### src/rtl/pc_sequencer.sv
// Program counter and control-flow unit: jump/call/return, skip, halt,
// hardware return stack and a single-level edge-triggered interrupt.
module pc_sequencer #(
  parameter int unsigned PC_W      = 13,
  parameter int unsigned STK_DEPTH = 8,
  parameter int unsigned IRQ_VEC   = 4,
  parameter int unsigned RST_VEC   = 0
) (
  input  logic                           clk_ip,
  input  logic                           reset_ip,
  input  logic                           jmp_ip,
  input  logic                           call_ip,
  input  logic                           ret_ip,
  input  logic                           reti_ip,
  input  logic                           halt_ip,
  input  logic                           sk_ip,
  input  logic [PC_W-1:0]                target_ip,
  input  logic                           irq_ip,
  input  logic                           irq_en_ip,
  output logic [PC_W-1:0]                prom_addr_op,
  output logic                           irq_ack_op,
  output logic                           in_isr_op,
  output logic [$clog2(STK_DEPTH+1)-1:0] stk_depth_op,
  output logic                           stk_ovf_op,
  output logic                           stk_unf_op
);

  localparam int unsigned DEPTH_W = $clog2(STK_DEPTH + 1);
  localparam int unsigned AW      = $clog2(STK_DEPTH);
  localparam logic [DEPTH_W-1:0] SP_FULL  = DEPTH_W'(STK_DEPTH);
  localparam logic [PC_W-1:0]    IRQ_ADDR = PC_W'(IRQ_VEC);
  localparam logic [PC_W-1:0]    RST_ADDR = PC_W'(RST_VEC);

  logic [PC_W-1:0]    pc;
  logic [DEPTH_W-1:0] sp;
  logic [PC_W-1:0]    stk [STK_DEPTH];
  logic               irq_d;
  logic               pending;
  logic               in_isr;
  logic               ovf;
  logic               unf;

  logic [PC_W-1:0]    pc_nxt;
  logic [PC_W-1:0]    pc_inc;
  logic [PC_W-1:0]    pc_skip;
  logic [PC_W-1:0]    push_data;
  logic [PC_W-1:0]    stk_top;
  logic [AW-1:0]      wr_idx;
  logic [AW-1:0]      rd_idx;
  logic               push;
  logic               pop;
  logic               set_ovf;
  logic               set_unf;
  logic               isr_nxt;
  logic               stk_full;
  logic               stk_empty;
  logic               irq_edge;
  logic               take;

  assign pc_inc    = pc + PC_W'(1);
  assign pc_skip   = pc + PC_W'(2);
  assign stk_full  = (sp == SP_FULL);
  assign stk_empty = (sp == '0);
  assign wr_idx    = AW'(sp);
  assign rd_idx    = AW'(sp - DEPTH_W'(1));
  assign stk_top   = stk[rd_idx];
  assign irq_edge  = irq_ip & ~irq_d;

  // A full stack holds the interrupt off rather than losing the return address.
  assign take = ~reset_ip & pending & irq_en_ip & ~in_isr & ~stk_full;

  always_comb begin
    pc_nxt    = pc_inc;
    push      = 1'b0;
    pop       = 1'b0;
    push_data = pc_inc;
    set_ovf   = 1'b0;
    set_unf   = 1'b0;
    isr_nxt   = in_isr;
    if (take) begin
      // The interrupted instruction is squashed, so its own address is saved.
      push      = 1'b1;
      push_data = pc;
      pc_nxt    = IRQ_ADDR;
      isr_nxt   = 1'b1;
    end else if (halt_ip) begin
      pc_nxt = pc;
    end else if (jmp_ip) begin
      pc_nxt = target_ip;
    end else if (call_ip) begin
      pc_nxt = target_ip;
      if (stk_full) begin
        set_ovf = 1'b1;
      end else begin
        push = 1'b1;
      end
    end else if (ret_ip || reti_ip) begin
      if (reti_ip) begin
        isr_nxt = 1'b0;
      end
      if (stk_empty) begin
        set_unf = 1'b1;
      end else begin
        pop    = 1'b1;
        pc_nxt = stk_top;
      end
    end else if (sk_ip) begin
      pc_nxt = pc_skip;
    end
  end

  always_ff @(posedge clk_ip) begin
    if (reset_ip) begin
      pc      <= RST_ADDR;
      sp      <= '0;
      irq_d   <= 1'b0;
      pending <= 1'b0;
      in_isr  <= 1'b0;
      ovf     <= 1'b0;
      unf     <= 1'b0;
    end else begin
      pc     <= pc_nxt;
      irq_d  <= irq_ip;
      in_isr <= isr_nxt;
      // A fresh edge wins over the take so back-to-back requests are kept.
      if (irq_edge) begin
        pending <= 1'b1;
      end else if (take) begin
        pending <= 1'b0;
      end
      if (push) begin
        sp <= sp + DEPTH_W'(1);
      end else if (pop) begin
        sp <= sp - DEPTH_W'(1);
      end
      if (set_ovf) begin
        ovf <= 1'b1;
      end
      if (set_unf) begin
        unf <= 1'b1;
      end
    end
  end

  always_ff @(posedge clk_ip) begin
    if (push && !reset_ip) begin
      stk[wr_idx] <= push_data;
    end
  end

  assign prom_addr_op = pc;
  assign irq_ack_op   = take;
  assign in_isr_op    = in_isr;
  assign stk_depth_op = sp;
  assign stk_ovf_op   = ovf;
  assign stk_unf_op   = unf;

endmodule
### config.mk
export PLATFORM = sky130hd
export DESIGN_NAME = pc_sequencer
export DESIGN_NICKNAME = d
export VERILOG_FILES = /design/src/rtl/pc_sequencer.sv
export SDC_FILE = /design/constraint.sdc
export NUM_CORES = 1
export LEC_CHECK = 0
export CAP_MARGIN = 10
export CORE_MARGIN = 2
export CORE_UTILIZATION = 35
export CTS_BUF_LIST = sky130_fd_sc_hd__clkbuf_4 sky130_fd_sc_hd__clkbuf_8
export DETAILED_ROUTE_END_ITERATION = 7
export DONT_BUFFER_PORTS = 1
export HOLD_SLACK_MARGIN = 0.02
export PLACE_DENSITY = 0.58
export SLEW_MARGIN = 20
export SYNTH_ARGS = -nofsm -noshare
export SYNTH_HDL_FRONTEND = slang
export SYNTH_SLANG_ARGS = --single-unit
### constraint.sdc
create_clock -name clk_ip -period 5.56 [get_ports clk_ip]
set_input_delay 1.112 -clock clk_ip [delete_from_list [all_inputs] [get_ports clk_ip]]
set_output_delay 1.112 -clock clk_ip [all_outputs]
set_load 0.05 [all_outputs]
# Word-level counts from Yosys, hierarchy flattened
# Memory sizes are Yosys's and may differ from the RTL's.
# Cells that the tools add are included.
dict set report word_totals {
  out_inout_bits 21
  wordCells 78
  ram_bits 104
  reg_bits 22
  n_memories 1
  input_bits 23
}
# memory words width read_ports rd_ports_with_merged_regs wr line_no
set memory_table {}
lappend memory_table {stk 8 13 1 0 1 36} ;# logic [PC_W-1:0] stk [STK_DEPTH];
dict set report classes {
  n_bitwise 9
  n_addsub 4
  mux 42
  n_eq_ne 4
  n_reduce_logical 10
}
# op n
set op_table {}
lappend op_table {{13-bit two-way mux} 6}
lappend op_table {{1-bit two-way mux} 32}
lappend op_table {{13-bit by 1-bit adder with 13-bit output (second input constant)} 1}
lappend op_table {{13-bit by 2-bit adder with 13-bit output (second input constant)} 1}
lappend op_table {{4-bit two-way mux} 2}
lappend op_table {{2-bit nonzero test} 4}
lappend op_table {{3-bit two-way mux} 2}
lappend op_table {{2-bit by 1-bit inequality test with 1-bit output (second input constant)} 3}
lappend op_table {{1-bit AND} 5}
lappend op_table {{5-bit AND reduction} 1}
lappend op_table {{4-bit by 1-bit adder with 4-bit output (second input constant)} 1}
lappend op_table {{4-bit equality test (second input constant)} 1}
lappend op_table {{4-bit zero test} 1}
lappend op_table {{1-bit inverter} 4}
lappend op_table {{4-bit by 1-bit subtractor with 4-bit output (second input constant)} 1}
lappend op_table {{2-bit OR reduction} 1}
lappend op_table {{1-bit logical AND} 1}
lappend op_table {{1-bit zero test} 1}
lappend op_table {{1-bit logical OR} 1}

# Logic depth before layout (Yosys ltp)
dict set report logic_depth {
  ltp_word 9
  mapped_depth 12
  mapped_depth_nobuf 8
}

# Worst setup path before layout
# OpenSTA, ideal clock, no wires.
dict set report synth_timing {
  path_type {flip-flop to flip-flop}
  startpoint {register sp[0] (netlist: stk_depth_op[0])}
  endpoint {memory stk[0][0] (enable)}
  arrival_time_ns 3.260
  required_ns 5.160
  setup_ns 0.400
  slack_ns 1.900
  n_path_buf 3
  period_less_slack_ns 3.660
  stages_incl_launch_ff 10
  cell_sequence {dfxtp_1 -> buf_6 -> buf_4 -> buf_2 -> inv_1 -> ha_1 -> nand3b_1 -> o21ai_1 -> or3_1 -> nor3_1}
}
dict set report synth_between {
  elab_chain_cells 9
  word_cells_on_any_way 11
  classes_between {1 x eq/ne; 7 x mux; 2 x bitwise; 1 x reduce/logical}
}
# element line_no
set synth_lines {}
lappend synth_lines {{start, declared} 35} ;# logic [DEPTH_W-1:0] sp;
lappend synth_lines {{start signal, assigned} 132} ;# sp <= sp + DEPTH_W'(1);
lappend synth_lines {{start signal, assigned} 134} ;# sp <= sp - DEPTH_W'(1);
lappend synth_lines {{4-bit equality test} 62} ;# assign stk_full = (sp == SP_FULL);
lappend synth_lines {{1-bit two-way mux} 92} ;# if (stk_full) begin
lappend synth_lines {{1-bit two-way mux} 90} ;# end else if (call_ip) begin
lappend synth_lines {{1-bit two-way mux} 88} ;# end else if (jmp_ip) begin
lappend synth_lines {{1-bit two-way mux} 86} ;# end else if (halt_ip) begin
lappend synth_lines {{1-bit two-way mux} 80} ;# if (take) begin
lappend synth_lines {{1-bit logical AND} 146} ;# if (push && !reset_ip) begin
lappend synth_lines {{1-bit two-way mux} 146}
lappend synth_lines {{1-bit two-way mux (not written as such)} 147} ;# stk[wr_idx] <= push_data;
lappend synth_lines {{end, declared} 36}
# Several ways; a longest one is shown, not always the timed one.

# Worst setup path in the final report
dict set report layout_timing {
  startpoint {register sp[1] (netlist: stk_depth_op[1])}
  endpoint {output irq_ack_op}
}
dict set report layout_between {
  elab_chain_cells 3
}
# element line_no
set layout_lines {}
lappend layout_lines {{4-bit equality test} 62}
lappend layout_lines {{1-bit inverter} 70} ;# assign take = ~reset_ip & pending & irq_en_ip & ~in_isr & ~stk_full;
lappend layout_lines {{1-bit AND} 70}
lappend layout_lines {{end, declared} 21} ;# output logic irq_ack_op,
# No other way between the ends.

==> results.json <==
{
  "rsz0062_at_grt": "no",
  "synth_common_cells": "edfxtp_1, nand2_1, nor2_1, dfxtp_1, mux4_2",
  "ys_seq_area_frac": 0.604,
  "dp_slack_ns": 2.04,
  "num_rows": 47,
  "synth_top_area_frac": 0.529,
  "drt_first_pass_iters": 5,
  "clkLatencyLatePin_ns": 0.44,
  "yosysTopAreaCell": "edfxtp_1",
  "drc": 0,
  "synth_xor_area_frac": 0.0443,
  "clk_pin_slew_ns": 0.08,
  "core_um2": 16500,
  "drive_above_1_share": 0.193,
  "grt_max_degree": 34,
  "cp_max_fo": 11,
  "fin_crit_ns": 4.01,
  "clockBufferDepth": 2,
  "start_util": 0.357,
  "worstSetupPathType": "flip-flop to output port",
  "synth-async-reset-ratio": 0,
  "tightest_slew_ns": 1.12,
  "dr_wl_met3_mm": 1.15,
  "cts_setup_buffers": 0,
  "maxSlewHeadroom": 0.250,
  "setup_viol": 0,
  "cp-start-kind": "flip-flop",
  "ys_warn_count": 0,
  "ys.flop_type": "edfxtp_1",
  "holdBufCountCts": 0,
  "root_buffer": "clkbuf_8",
  "wl_met1_mm": 6.20,
  "whs_ns": 0.482,
  "crit_required_ns": 4.45,
  "cts_tree": "done",
  "synth-edff-count": 104,
  "netlist_instances": 414,
  "topRoutingLayerUsed": "met5",
  "hold_viol_final": 0,
  "yosysMostFrequentCell": "edfxtp_1",
  "via_count": 3701,
  "clock-skew-final_ns": 0.00979,
  "grt_pass1_wl_mm": 22.3,
  "drt_wl_total_mm": 14.7,
  "synth-compound-area-share": 0.0850,
  "drtIter0Drc": 406,
  "io_pins": 44,
  "n_antenna_cell": 0,
  "crit_arrival_ns": 2.90,
  "netlist_area_um2": 5900,
  "post_cts_resized": 0,
  "ys_types": 58,
  "setup_ws_ns": 1.55,
  "gp_congestion": 0.916,
  "final_max_slew_viol_count": 0,
  "antenna_found_initial": 2,
  "ant_nets": 0,
  "powerDensity_nw_per_um2": 329,
  "hpwl_mm": 10.0,
  "die-area_um2": 17900,
  "final_nets": 446,
  "status": "completed",
  "io_buffers": 0,
  "numClockSinks": 126,
  "met2_length_mm": 6.98,
  "cts_max_level": 4,
  "p_leak_nw": 2.13,
  "layout-area-overhead-vs-synth_pct": 10.1,
  "die_x_um": 134,
  "synth_seq_cells": 126,
  "synth_top_family_by_area": "multiplexers",
  "syn_area_per_cell_um2": 14.2,
  "post-route-util": 0.393,
  "tns_ns": 0,
  "wl_per_cell_um": 22.6,
  "grt.overflow.total": 0,
  "grt_pass1_vias": 3659,
  "syn_nets": 442,
  "synth_area_leaders": "edfxtp_1, dfxtp_1, mux4_2, mux4_1, xnor2_1",
  "maxCapViolations": 0,
  "via_per_inst": 5.69,
  "dieHeight_um": 134,
  "yosys.area_share.adder": 0.0106,
  "grt_util_all_layers": 0.171,
  "peakVddDrop_uv": 129,
  "synth_mux_area_frac": 0.120,
  "synth-simple-area-share": 0.103,
  "min_period_over_period": 0.721,
  "cts-buffers-inserted": 17,
  "crit_path_end_kind": "output port",
  "hp-class": "flip-flop to flip-flop",
  "max_freq_ghz": 0.250
}
## cell usage in the layout (no fill, tap or decap), types with 7 or more instances in the layout
cell type,Yosys,layout
clkbuf_8,1,17
a31oi_1,8,8
buf_4,2,11
xnor2_1,14,14
nand2_1,28,28
mux4_1,10,10
edfxtp_1,104,104
or3_1,13,13
nor3_1,10,8
o211ai_1,13,13
a21oi_1,13,13
inv_1,8,8
xor2_1,14,14
dfxtp_1,22,21
o21ai_0,7,7
mux4_2,16,16
nand3_1,12,12
nor2_1,25,25
## critical path, cell delays in order (launching register included)
cell and delay, ns:
dfxtp_1 0.85, inv_1 0.19, ha_1 0.32, nand3b_1 0.17
nand2_1 0.31, inv_1 0.61
## power breakdown
| part | internal (W) | leakage (nW) | switching [W] |
|---|---|---|---|
| combinational | 0.000102 | 0.817 | 0.000154 |
| sequential | 0.00105 | 1.13 | 0.0000610 |
| clock | 0.000401 | 0.184 | 0.000371 |
| total | 0.00155 | 2.13 | 0.000586 |
## logic make-up (layout without fill, tap and decap cells)
group                      Yosys count  after routing
AOI/OAI and AO/OA                   70             70
and+or+nand+nor                    116            116
DFF                                126            126
muxes                               34             34
buffers and inverters               34             51
adders and majority gates            5              5
xor gates and xnor gates            29             29
## final timing paths
kind	from	endpoint	slack, ns	cells past startpoint
min	irq_d$_SDFF_PP0_	pending$_SDFFE_PP0P_	0.48	2
max reg2reg	stk_depth_op[1]$_SDFFE_PP0P_	stk[2][8]$_DFFE_PP_	2.15	7
max	stk_depth_op[1]$_SDFFE_PP0P_	irq_ack_op	1.55	5
min reg2reg	irq_d$_SDFF_PP0_	pending$_SDFFE_PP0P_	0.48	2
## sequential cells by signal, indices dropped and copies added, names as in the netlist
name,flops
stk,104
prom_addr_op,13
stk_depth_op,4
in_isr_op,1
irq_d,1
pending,1
stk_ovf_op,1
stk_unf_op,1
## area by class of cell
class | count | area, um^2
Fill cell | 1533 | 10000
Sequential cell | 126 | 3560
Multi-Input combinational cell | 254 | 2160
Tap cell | 220 | 275
Clock buffer | 18 | 241
Clock inverter | 14 | 144
Timing Repair Buffer | 11 | 82.6
Inverter | 8 | 30.0
## through the flow
stage / cells / power (W) / instance area (um^2)
after detailed placement: 619 / 0.00139 / 6110
final: 651 / 0.00214 / 6490
after floorplan: 414 / 0.00133 / 5900
after CTS: 651 / 0.00216 / 6490
after global routing: 651 / 0.00222 / 6490
after global placement: 619 / 0.00139 / 6110
## per-layer routing
layer / vias up / track usage
li1: 1640 / -
met1: 1867 / 0.220
met2: 156 / 0.271
met3: 34 / 0.0544
met4: 4 / 0.0626
met5: - / 0
Note: power is estimated with default switching activity, not from simulation.
